==> src/rtl/cas_ram_arbiter.sv <==
// cas_ram_arbiter: shares the single-port cassette buffer RAM between the HPS
// tape-download writer (ioctl) and the cassette player's byte reads.
// A one-entry write buffer absorbs ioctl strobes. Writes always win at IDLE.
// tape_len tracks the highest address written + 1. Reads at or past it return
// rd_eof without waiting for the RAM.
// Optional feature: define CAS_ARB_CHECKSUM_EN to get a running 8-bit byte sum
// of committed writes on 'checksum'. When it is undefined, checksum is tied to 0.
module cas_ram_arbiter #(
  parameter int AW       = 16,
  parameter int RD_LAT   = 1,
  parameter int TAPE_IDX = 2
) (
  input  logic          clk_sys,
  input  logic          reset,
  input  logic          ioctl_download,
  input  logic [7:0]    ioctl_index,
  input  logic          ioctl_wr,
  input  logic [AW-1:0] ioctl_addr,
  input  logic [7:0]    ioctl_data,
  input  logic          rd_req,
  input  logic [AW-1:0] rd_addr,
  output logic          rd_ack,
  output logic          rd_valid,
  output logic [7:0]    rd_data,
  output logic          rd_eof,
  output logic [AW-1:0] ram_addr,
  output logic          ram_we,
  output logic [7:0]    ram_din,
  input  logic [7:0]    ram_dout,
  output logic [AW:0]   tape_len,
  output logic          busy,
  output logic          wr_overflow,
  output logic [7:0]    checksum
);

  localparam logic [2:0] S_IDLE  = 3'd0;
  localparam logic [2:0] S_WRITE = 3'd1;
  localparam logic [2:0] S_READ  = 3'd2;
  localparam logic [2:0] S_RWAIT = 3'd3;
  localparam logic [2:0] S_RDONE = 3'd4;

  // Last wait-count value before the RAM data is ready (RD_LAT is 1..3).
  localparam logic [1:0] LAT_LAST = 2'(RD_LAT - 1);

  logic [2:0]    state;
  logic          tape_sel, tape_sel_q, tape_rise;
  logic          wr_cap, drain;
  logic          buf_full;
  logic [AW-1:0] buf_addr;
  logic [7:0]    buf_data;
  logic [1:0]    lat_cnt;
  logic          eof_q;
  logic [AW:0]   wr_end;

  assign tape_sel  = ioctl_download & (ioctl_index == 8'(TAPE_IDX));
  assign tape_rise = tape_sel & ~tape_sel_q;
  assign wr_cap    = ioctl_wr & tape_sel;
  assign drain     = (state == S_WRITE);
  // Extend by one bit before adding 1, so a write to the top address gives 2^AW.
  assign wr_end    = {1'b0, ram_addr} + {{AW{1'b0}}, 1'b1};
  assign busy      = (state != S_IDLE) | buf_full;

  // Remember the previous tape_sel so that the start of a download can be detected.
  always_ff @(posedge clk_sys or posedge reset) begin
    if (reset) tape_sel_q <= 1'b0;
    else       tape_sel_q <= tape_sel;
  end

  // One-entry write buffer. A capture is accepted on the same edge the entry drains.
  always_ff @(posedge clk_sys or posedge reset) begin
    if (reset) begin
      buf_full <= 1'b0;
      buf_addr <= '0;
      buf_data <= '0;
    end else if (wr_cap && (!buf_full || drain)) begin
      buf_full <= 1'b1;
      buf_addr <= ioctl_addr;
      buf_data <= ioctl_data;
    end else if (drain) begin
      buf_full <= 1'b0;
    end
  end

  // Sticky flag for a dropped write. A drop on the start edge still wins over the clear.
  always_ff @(posedge clk_sys or posedge reset) begin
    if (reset)                                wr_overflow <= 1'b0;
    else if (wr_cap && buf_full && !drain)    wr_overflow <= 1'b1;
    else if (tape_rise)                       wr_overflow <= 1'b0;
  end

  // Tape length: cleared when a new download starts, raised by each committed write.
  always_ff @(posedge clk_sys or posedge reset) begin
    if (reset)                                  tape_len <= '0;
    else if (tape_rise)                         tape_len <= '0;
    else if (state == S_WRITE && wr_end > tape_len) tape_len <= wr_end;
  end

`ifdef CAS_ARB_CHECKSUM_EN
  logic [7:0] sum_q;

  // Wrapping sum of committed bytes. It is visible on the cycle after WRITE.
  always_ff @(posedge clk_sys or posedge reset) begin
    if (reset)                  sum_q <= 8'd0;
    else if (tape_rise)         sum_q <= 8'd0;
    else if (state == S_WRITE)  sum_q <= sum_q + ram_din;
  end

  assign checksum = sum_q;
`else
  assign checksum = 8'd0;
`endif

  // Arbitration FSM. It owns the RAM port and produces the read handshake pulses.
  always_ff @(posedge clk_sys or posedge reset) begin
    if (reset) begin
      state    <= S_IDLE;
      ram_addr <= '0;
      ram_we   <= 1'b0;
      ram_din  <= 8'd0;
      rd_ack   <= 1'b0;
      rd_valid <= 1'b0;
      rd_data  <= 8'd0;
      rd_eof   <= 1'b0;
      lat_cnt  <= 2'd0;
      eof_q    <= 1'b0;
    end else begin
      rd_ack   <= 1'b0;
      rd_valid <= 1'b0;
      ram_we   <= 1'b0;
      case (state)
        S_IDLE: begin
          if (buf_full) begin
            state    <= S_WRITE;
            ram_we   <= 1'b1;
            ram_addr <= buf_addr;
            ram_din  <= buf_data;
          end else if (rd_req && !tape_sel) begin
            ram_addr <= rd_addr;
            rd_ack   <= 1'b1;
            lat_cnt  <= 2'd0;
            if ({1'b0, rd_addr} >= tape_len) begin
              eof_q <= 1'b1;
              state <= S_RDONE;
            end else begin
              eof_q <= 1'b0;
              state <= S_READ;
            end
          end
        end
        S_WRITE: state <= S_IDLE;
        S_READ: begin
          lat_cnt <= lat_cnt + 2'd1;
          state   <= (LAT_LAST == 2'd0) ? S_RDONE : S_RWAIT;
        end
        S_RWAIT: begin
          if (lat_cnt == LAT_LAST) state <= S_RDONE;
          else                     lat_cnt <= lat_cnt + 2'd1;
        end
        S_RDONE: begin
          rd_valid <= 1'b1;
          rd_data  <= eof_q ? 8'd0 : ram_dout;
          rd_eof   <= eof_q;
          state    <= S_IDLE;
        end
        default: state <= S_IDLE;
      endcase
    end
  end

endmodule

==> config.mk <==
export PLATFORM = sky130hd
export DESIGN_NAME = cas_ram_arbiter
export DESIGN_NICKNAME = d
export VERILOG_FILES = /design/src/rtl/cas_ram_arbiter.sv
export SDC_FILE = /design/constraint.sdc
export NUM_CORES = 1
export LEC_CHECK = 0
export CAP_MARGIN = 20
export CORE_MARGIN = 2
export CORE_UTILIZATION = 51
export CTS_BUF_LIST = sky130_fd_sc_hd__clkbuf_4 sky130_fd_sc_hd__clkbuf_8
export CTS_CLUSTER_SIZE = 28
export DETAILED_ROUTE_END_ITERATION = 7
export PLACE_DENSITY = 0.81
export SLEW_MARGIN = 20
export SYNTH_ARGS = -nofsm -noshare
export SYNTH_HDL_FRONTEND = slang
export SYNTH_SLANG_ARGS = --single-unit
==> constraint.sdc <==
create_clock -name clk_sys -period 4.15 [get_ports clk_sys]
set_input_delay 1.0375 -clock clk_sys [delete_from_list [all_inputs] [get_ports clk_sys]]
set_output_delay 1.0375 -clock clk_sys [all_outputs]
set_load 0.02 [all_outputs]
Yosys cells after proc, flatten, opt, wreduce, memory -nomap -nowiden
Index checks and enable logic that the tools add are counted.
Word-level totals
  logic and storage cells: 83
  register bits after elaboration: 86
  input bits: 61
  output and inout port bits: 63
Cells by class
  $lt $le $gt $ge: 2
  bitwise gates (word level): 6
  equal/unequal tests: 10
  multiplexer cells: 25
  $add $sub $neg: 2
  reductions and logical operators: 22
Operator list (number)
  $mux W17: 2
  $mux W16: 2
  $add A16 B1 Y17 const B: 1
  $ge A16 B17 Y1: 1
  $gt A17 B17 Y1: 1
  $mux W3: 4
  $mux W1: 11
  $pmux W3 S3: 1
  $eq A8 B2 Y1 const B: 1
  $mux W8: 1
  $ne A2 B2 Y1 const B: 4
  $reduce_bool A2 Y1: 4
  $eq A3 B2 Y1 const B: 2
  $mux W2: 3
  $pmux W2 S3: 1
  $reduce_and A2 Y1: 3
  $reduce_bool A3 Y1: 2
  $logic_and A1 B1 Y1: 5
  $reduce_and A4 Y1: 1
  $and A1 B1 Y1: 3
  $eq A3 B1 Y1 const B: 1
  $eq A3 B3 Y1 const B: 1
  $logic_not A1 Y1: 3
  $logic_not A3 Y1: 1
  other kinds (7): 8

Logic depth before layout (Yosys ltp)
Gate-level depths: netlist of the first run.
  depth after elaboration: 7
  mapped depth: 14

Worst setup path before layout of the first run
OpenSTA, ideal clock, no wires.
  path type: register to register
  from: reg ram_addr[0]
  to: reg tape_len[6]
  data arrival time: 3.002 ns
  data required time: 4.027 ns
  path buffers: 1
  slack: 1.026 ns
  clock period less this slack: 3.124 ns
  setup time: 0.123 ns
  stages on the path, launching flop included: 14
  cells stage by stage: dfrtp_1 -> ha_1 -> nand2_1 -> nor2_1 -> and4_1 -> xor2_1 -> ha_1 -> a21o_1 -> a221o_1 -> a221oi_2 -> o21ai_1 -> buf_6 -> a21oi_1 -> nor3_2
On the way
  word-level cells in the longest chain between the ends: 4
  elaborated cells on any way between the ends: 6
  those cells by class: 1 x add/sub; 1 x order compare; 2 x mux; 2 x reduce/logical
RTL lines
  start, declared: line 26  | output logic [AW-1:0] ram_addr,
  start signal, assigned: line 135  | ram_addr <= buf_addr;
  start signal, assigned: line 138  | ram_addr <= rd_addr;
  $add A16 B1 Y17 *: line 60  | assign wr_end = {1'b0, ram_addr} + {{AW{1'b0}}, 1'b1};
  $gt A17 B17 Y1: line 95  | else if (state == S_WRITE && wr_end > tape_len) tape_len <= wr_end;
  $logic_and A1 B1 Y1: line 95
  $reduce_bool A2 Y1 (no line)
  end signal, assigned: line 95
  end, declared: line 30  | output logic [AW:0] tape_len,
Every way passes the cells marked *; elsewhere a longest branch is shown, timed or not. The select of a mux whose other input is x is not followed.
A chain may end at the register's enable or synchronous reset.

Worst setup path after layout of the first run
  from: reg ram_addr[0]
  to: reg tape_len[16]
Same word-level chain as after synthesis.

==> results.json, run 1 <==
{
  "timing.clock.skew_ns": 0.0155,
  "numClockSinks": 86,
  "vdd.ir_drop.worst_v": 0.000271,
  "std_cell_rows": 35,
  "groute.layer.met3.usage_pct": 3.48,
  "synth-async-reset-ratio_pct": 100,
  "placed_cell_area_mm2": 0.00589,
  "finalCriticalPeriod_ns": 3.62,
  "place.gp.congestion": 0.912,
  "vias": 3851,
  "timing.hold.worst_path_depth": 2,
  "count_of_cells_along_the_worst_register_to_register_path": 12,
  "floorplan.die.height_um": 100,
  "timing.final.hold_violations": 0,
  "antenna-diode-count": 0,
  "worst_path_max_delay_cell": "sky130_fd_sc_hd__o21a_1",
  "worst_path_dominant_cell_family": "compound AO/OA/AOI/OAI gates",
  "synthesis.area_mm2": 0.00471,
  "library_cells_used_by_synthesis": 53,
  "design.final.nets": 670,
  "fmax_achieved_mhz": 276,
  "cts_htree_levels": 3,
  "cp_common_cell": "sky130_fd_sc_hd__ha_1",
  "grt.total_usage_pct": 23.9,
  "drt_iter0_drc": 278,
  "maxSlewViolCount": 0,
  "r2r_slack_ns": 0.53,
  "min_to": "rd_data[3]",
  "worst_slew_pin_slew_ns": 0.769,
  "worst-path-buf-inv": 0,
  "drive_above_1_share_pct": 10.7,
  "yosys-top-cells-count": "86 x sky130_fd_sc_hd__dfrtp_1, 48 x sky130_fd_sc_hd__nand2_1, 35 x sky130_fd_sc_hd__ha_1",
  "seq_area_frac_synth_pct": 45.7,
  "switching_power_as_a_share_of_total_power_pct": 39.5,
  "cellPowerDensity_mw_per_mm2": 502,
  "synthesis.instances": 461,
  "ctsHoldBuffers": 0,
  "cpPeakStageDelay_ns": 0.57,
  "period_share_pct": 87.2,
  "cellLeakagePower_nw": 2.88,
  "postRouteWirelength_um": 11700,
  "postCtsResizedCells": 0,
  "max-clock-path-buffers": 2,
  "status": "completed",
  "nFillCells": 711,
  "cts_buffers": 9,
  "grt_setup_unrepaired": "no",
  "clock_network_fraction_of_design_power_pct": 20.1,
  "rr_startpoint": "ram_addr[0]",
  "number_of_flip_flops_and_latches_in_the_synthesized_netlist": 86,
  "dp_hpwl_um": 9050,
  "worstSkewPairLatency_ns": 0.36,
  "cts_post_setup_buffers_inserted": 0,
  "syn_area_per_cell_um2": 10.2,
  "power.share.combinational_pct": 40.2,
  "area_growth_pct": 29.7,
  "worst-setup-path-type": "register to register",
  "groute.layer.met1.usage_pct": 32.5,
  "use_met2_pct": 39.1,
  "antenna_found_initial": 0,
  "first_global_vias": 3639,
  "synth_top_cell_area_share_pct": 45.7,
  "post_route_drc_violation_count": 0,
  "synthFlopType": "sky130_fd_sc_hd__dfrtp_1",
  "clkTransAtPathRegs_ns": 0.10,
  "hp-class": "register to register",
  "synth.most_common_cell": "sky130_fd_sc_hd__dfrtp_1",
  "worstHoldStart": "rd_data[3]",
  "sequential_cell_area_mm2": 0.00215,
  "timing.critical_path.fanout_max": 18,
  "r2r-end": "tape_len[16]",
  "dp.cells": 673,
  "grt_start_max_net_pins": 33,
  "average_vias_per_placed_instance": 5.58,
  "report.final.setup_viol": 0,
  "clock_tree_from_tritoncts": "done",
  "timing.critical_path.to_type": "register",
  "synth.largest_area_cell": "sky130_fd_sc_hd__dfrtp_1",
  "seq_power_share_pct": 39.7,
  "cp_data_arrival_time_ns": 3.90,
  "drtAntennaViolNets": 0,
  "placeableCoreArea_mm2": 0.00911,
  "layout.cell_area.non_filler_mm2": 0.00611,
  "globalRouteOverflowTotal": 0,
  "ys_warnings": 0,
  "wl_per_cell_um": 16.9,
  "timing.max_slew.rel_slack_pct": 48.6,
  "dieWidth_um": 100,
  "clock-root-buffer": "sky130_fd_sc_hd__clkbuf_8",
  "synth_area_leaders": "sky130_fd_sc_hd__dfrtp_1 46%, sky130_fd_sc_hd__ha_1 9.3%, sky130_fd_sc_hd__mux2_2 7.4%",
  "p_sw_mw": 1.21,
  "maxCapViolCount": 0,
  "finalSetupTns_ns": 0,
  "critical_path_required_ns": 4.43,
  "drt_first_pass_iters": 5,
  "critPathLaunchType": "register",
  "io-pin-count": 124,
  "highest_utilization_routing_layer_at_the_global_route_stage": "met2",
  "initial_utilization_pct": 51.7,
  "multiInputGateArea_mm2": 0.00231,
  "grt_pass1_wl_um": 18700,
  "fp.dieArea_mm2": 0.0100,
  "cp_cell_sequence": "ha_1 > nand2_1 > nor2_1 > and4_1 > xor2_1 > ha_1 > a21o_1 > a221o_1 > a221oi_2 > o21a_1 > o21ai_0 > a21oi_1",
  "internal_power_mw": 1.86,
  "post_synth_edffs": 0,
  "finalNonFillerCells": 690,
  "numPortBuffers": 115
}
power by group through the flow:
| stage | Clock (mW) | Sequential [mW] | Combinational [mW] |
|---|---|---|---|
| after detailed placement | 0 | 1.23 | 1.22 |
| after floorplan | 0 | 1.33 | 0.565 |
| after global routing | 0.669 | 1.24 | 1.34 |
| final | 0.618 | 1.22 | 1.23 |
| after global placement | 0 | 1.22 | 1.19 |
| after CTS | 0.630 | 1.21 | 1.23 |
state kept, by name (all words and copies together), names as in the netlist:
register	cells
lat_cnt	2
state	3
wr_overflow	1
ram_din	8
rd_data	8
eof_q	1
buf_full	1
rd_eof	1
tape_len	17
ram_addr	16
buf_addr	16
rd_valid	1
buf_data	8
tape_sel_q	1
ram_we	1
rd_ack	1
metrics by stage:
| stage | hold slack (ns) | power (mW) | util (%) | setup WS (ns) |
|---|---|---|---|---|
| after floorplan | 0.445 | 1.90 | - | 0.891 |
| after global placement | 0.459 | 2.40 | 64.6 | 0.666 |
| after detailed placement | 0.469 | 2.45 | 64.6 | 0.608 |
| after CTS | 0.492 | 3.07 | 67.0 | 0.557 |
| after global routing | 0.522 | 3.25 | 67.1 | 0.264 |
| final | 0.483 | 3.07 | 67.1 | 0.531 |
cells in the final DEF, fill, tap and decap left out, types with 11 or more instances in the layout:
cell type                           n
sky130_fd_sc_hd__ha_1              35
sky130_fd_sc_hd__clkdlybuf4s50_1  115
sky130_fd_sc_hd__mux2i_1           16
sky130_fd_sc_hd__mux2_2            31
sky130_fd_sc_hd__dfrtp_1           86
sky130_fd_sc_hd__a21oi_1           29
sky130_fd_sc_hd__nor2_1            15
sky130_fd_sc_hd__nand2b_1          11
sky130_fd_sc_hd__nor3_1            33
sky130_fd_sc_hd__nand2_1           48
sky130_fd_sc_hd__inv_1             25
sky130_fd_sc_hd__o21ai_0           31
worst max path at each step:
stage	from	end	slack (ns)	cells past startpoint
after floorplan	reset	buf_addr[0]	0.89	1
after global placement	rd_addr[0]	state[2]	0.67	9
after detailed placement	rd_addr[0]	state[2]	0.61	9
after CTS	ram_addr[3]	tape_len[16]	0.56	11
after global routing	ram_addr[3]	tape_len[5]	0.26	11
final	ram_addr[0]	tape_len[16]	0.53	12
final cells by class:
class                   instances  share of cell area (%)
clock buffers                   9                    2.03
well taps                     111                    2.27
repair buffers                121                    19.6
inverters                      27                    1.68
clock inverters                 7                    1.47
multi-input cells             329                    37.7
flip-flops and latches         86                    35.2
tightest hold or removal path, delay by kind of cell (launching register included):
family | cells | cell delay, ns
DFF | 1 | 0.35
and+or+nand+nor | 1 | 0.04
AOI/OAI and AO/OA | 1 | 0.06
metal layers:
| metal | wire length [um] | part of all wire (%) |
|---|---|---|
| met1 | 5020 | 43 |
| met2 | 5740 | 49 |
| met3 | 635 | 5.4 |
| met4 | 298 | 2.5 |
| met5 | 0 | 0 |
kinds of logic after synthesis:
| logic type | after synthesis | synth area share, % |
|---|---|---|
| adders and majority gates | 35 | 9.30 |
| AOI/OAI and AO/OA | 81 | 10.3 |
| xor gates and xnor gates | 14 | 2.60 |
| other | 1 | 0.0796 |
| muxes | 49 | 11.3 |
| DFF | 86 | 45.7 |
| and+or+nand+nor | 142 | 14.8 |
| buffers and inverters | 53 | 5.90 |
Power figures use the tool's default switching activity.
==> run 2: changes to the inputs <==
==> config.mk (replaced) <==
export PLATFORM = sky130hd
export DESIGN_NAME = cas_ram_arbiter
export DESIGN_NICKNAME = d
export VERILOG_FILES = /design/src/rtl/cas_ram_arbiter.sv
export SDC_FILE = /design/constraint.sdc
export NUM_CORES = 1
export LEC_CHECK = 0
export CAP_MARGIN = 20
export CORE_MARGIN = 2
export CORE_UTILIZATION = 49
export CTS_CLUSTER_SIZE = 28
export DETAILED_ROUTE_END_ITERATION = 7
export PLACE_DENSITY = 0.78
export SYNTH_ARGS = -nofsm -noshare
export SYNTH_HDL_FRONTEND = slang
export SYNTH_SLANG_ARGS = --single-unit
==> run 2 against run 1 <==
Highest routed layer unchanged. Worst setup slack improved by 0.074 ns. Critical endpoint is now tape_len[0]. Combinational power barely moved. First-iteration DRC count fell by 2.9%. Global-route usage fell by 0.91 points.
==> results.json, run 2 (synthesis results as in run 1) <==
{
  "status": "completed",
  "clock_network_fraction_of_design_power_pct": 20.5,
  "cp_common_cell": "sky130_fd_sc_hd__ha_1",
  "final_standard_cell_utilization_of_the_core_pct": 66.0,
  "internal_power_mw": 1.86,
  "antenna-diode-count": 0,
  "cp_data_arrival_time_ns": 3.83,
  "maxCapViolCount": 0,
  "drive_above_1_share_pct": 10.7,
  "numClockSinks": 86,
  "post_route_drc_violation_count": 0,
  "worst_path_max_delay_cell": "sky130_fd_sc_hd__o21a_1",
  "report.final.setup_viol": 0,
  "timing.critical_path.to_type": "register",
  "maxSlewViolCount": 0,
  "timing.final.hold_violations": 0,
  "use_met2_pct": 37.8,
  "placeableCoreArea_mm2": 0.00928,
  "final_common_cell": "sky130_fd_sc_hd__clkdlybuf4s50_1",
  "cpPeakStageDelay_ns": 0.55,
  "io-pin-count": 124,
  "r2r_slack_ns": 0.61,
  "numPortBuffers": 115,
  "period_share_pct": 85.4,
  "dieWidth_um": 102,
  "final_cell_mix": "115 x sky130_fd_sc_hd__clkdlybuf4s50_1, 86 x sky130_fd_sc_hd__dfrtp_1, 48 x sky130_fd_sc_hd__nand2_1, 35 x sky130_fd_sc_hd__ha_1, 33 x sky130_fd_sc_hd__nor3_1",
  "area_growth_pct": 30.2,
  "groute.layer.met1.usage_pct": 31.5,
  "initial_utilization_pct": 50.7,
  "registers.top_by_ff_count": "tape_len",
  "grt_pass1_wl_um": 18400,
  "floorplan.die.height_um": 102,
  "vdd.ir_drop.worst_v": 0.000255,
  "postRouteWirelength_um": 11700,
  "groute.layer.met3.usage_pct": 3.21,
  "critical_path_required_ns": 4.44,
  "cts_htree_levels": 3,
  "globalRouteOverflowTotal": 0,
  "worst-setup-path-type": "register to register",
  "worst_slew_pin_slew_ns": 0.815,
  "multiInputGateArea_mm2": 0.00231,
  "max-clock-path-buffers": 2,
  "place.gp.congestion": 0.925,
  "setup_slack_ns": 0.606,
  "cts_post_setup_buffers_inserted": 0,
  "sequential_cell_area_mm2": 0.00215,
  "worstSetupStartpoint": "ram_addr[0]",
  "timing.max_slew.rel_slack_pct": 45.6,
  "clock_tree_from_tritoncts": "done",
  "dp_hpwl_um": 9090,
  "highest_utilization_routing_layer_at_the_global_route_stage": "met2",
  "postCtsResizedCells": 0,
  "drtAntennaViolNets": 0,
  "placed_cell_area_mm2": 0.00591,
  "layout.cell_area.non_filler_mm2": 0.00613,
  "nFillCells": 774,
  "hold_ws_ns": 0.486,
  "largest_reg_flops": 17,
  "clock-root-buffer": "sky130_fd_sc_hd__clkbuf_8",
  "grt.total_usage_pct": 23.0,
  "critPathLaunchType": "register",
  "dp.cells": 691,
  "p_sw_mw": 1.21,
  "finalCriticalPeriod_ns": 3.54,
  "fp.dieArea_mm2": 0.0104,
  "timing.clock.skew_ns": 0.0119,
  "fmax_achieved_mhz": 282,
  "clkTransAtPathRegs_ns": 0.09,
  "vias": 3827,
  "p_total_mw": 3.07,
  "cp_cell_sequence": "ha_1 > nand2_1 > nor2_1 > and4_1 > xor2_1 > ha_1 > a21o_1 > a221o_1 > a221oi_2 > o21a_1 > o21ai_0 > a21oi_1",
  "cellLeakagePower_nw": 2.88,
  "drt_first_pass_iters": 5,
  "power.share.combinational_pct": 40.1,
  "std_cell_rows": 35,
  "average_vias_per_placed_instance": 5.41,
  "pre_cts_ws_ns": 0.580,
  "antenna_found_initial": 0,
  "seq_power_share_pct": 39.4,
  "grt_start_max_net_pins": 50,
  "worstHoldStart": "rd_data[0]",
  "worstSkewPairLatency_ns": 0.36,
  "cellPowerDensity_mw_per_mm2": 501,
  "top_registers": "tape_len: 17 flops, buf_addr: 16 flops, ram_addr: 16 flops",
  "rr_startpoint": "ram_addr[0]",
  "timing.critical_path.fanout_max": 18,
  "finalNonFillerCells": 708,
  "design.final.nets": 670,
  "ctsHoldBuffers": 0,
  "wl_per_cell_um": 16.5,
  "switching_power_as_a_share_of_total_power_pct": 39.5,
  "cts_buffers": 9,
  "finalSetupTns_ns": 0,
  "grt_setup_unrepaired": "no",
  "drt_iter0_drc": 270,
  "first_global_vias": 3670,
  "hp-class": "register to register"
}
-- run 2: changes by cell type in the layout (fill, tap and decap cells not counted), sizes merged --
cell,previous run,this run
clkinv,2,3
clkinvlp,2,1
-- run 2: path summary, 6_finish.rpt --
kind                               end  depth (start not counted)
setup / recovery           tape_len[0]                         12
hold / removal              rd_data[0]                          2
hold reg to reg             rd_data[0]                          2
max in group asynchronous  ram_addr[3]                          3
setup reg to reg           tape_len[0]                         12
min in group asynchronous  buf_data[0]                          2
-- run 2: critical path, delay by kind of cell, from the launching register on --
| kind | cells | cell delay, ns |
|---|---|---|
| flip-flops | 1 | 0.47 |
| AO/OA/AOI/OAI | 6 | 1.67 |
| adder cells (fa/ha/maj) | 2 | 0.55 |
| AND/OR/NAND/NOR | 3 | 0.56 |
| XOR/XNOR | 1 | 0.22 |
-- run 2: power by group through the flow --
| stage | clock, mW | combinational [mW] | sequential, mW |
|---|---|---|---|
| floorplan | 0 | 0.565 | 1.33 |
| global placement | 0 | 1.19 | 1.21 |
| detailed placement | 0 | 1.22 | 1.22 |
| CTS | 0.643 | 1.23 | 1.21 |
| global route | 0.670 | 1.34 | 1.24 |
| finish | 0.629 | 1.23 | 1.21 |
-- run 2: layout make-up --
class,count,area share [%]
well taps,129,2.63
inverters,27,1.67
clock inverters,7,1.45
clock buffers,9,2.02
multi-input cells,329,37.6
repair buffers,121,19.5
flip-flops and latches,86,35.1
-- run 2: routing by layer --
metal	wire length (um)	vias up
met5	0	-
met4	194	0
met3	548	15
met2	5830	130
met1	5090	1843
li1	-	1839
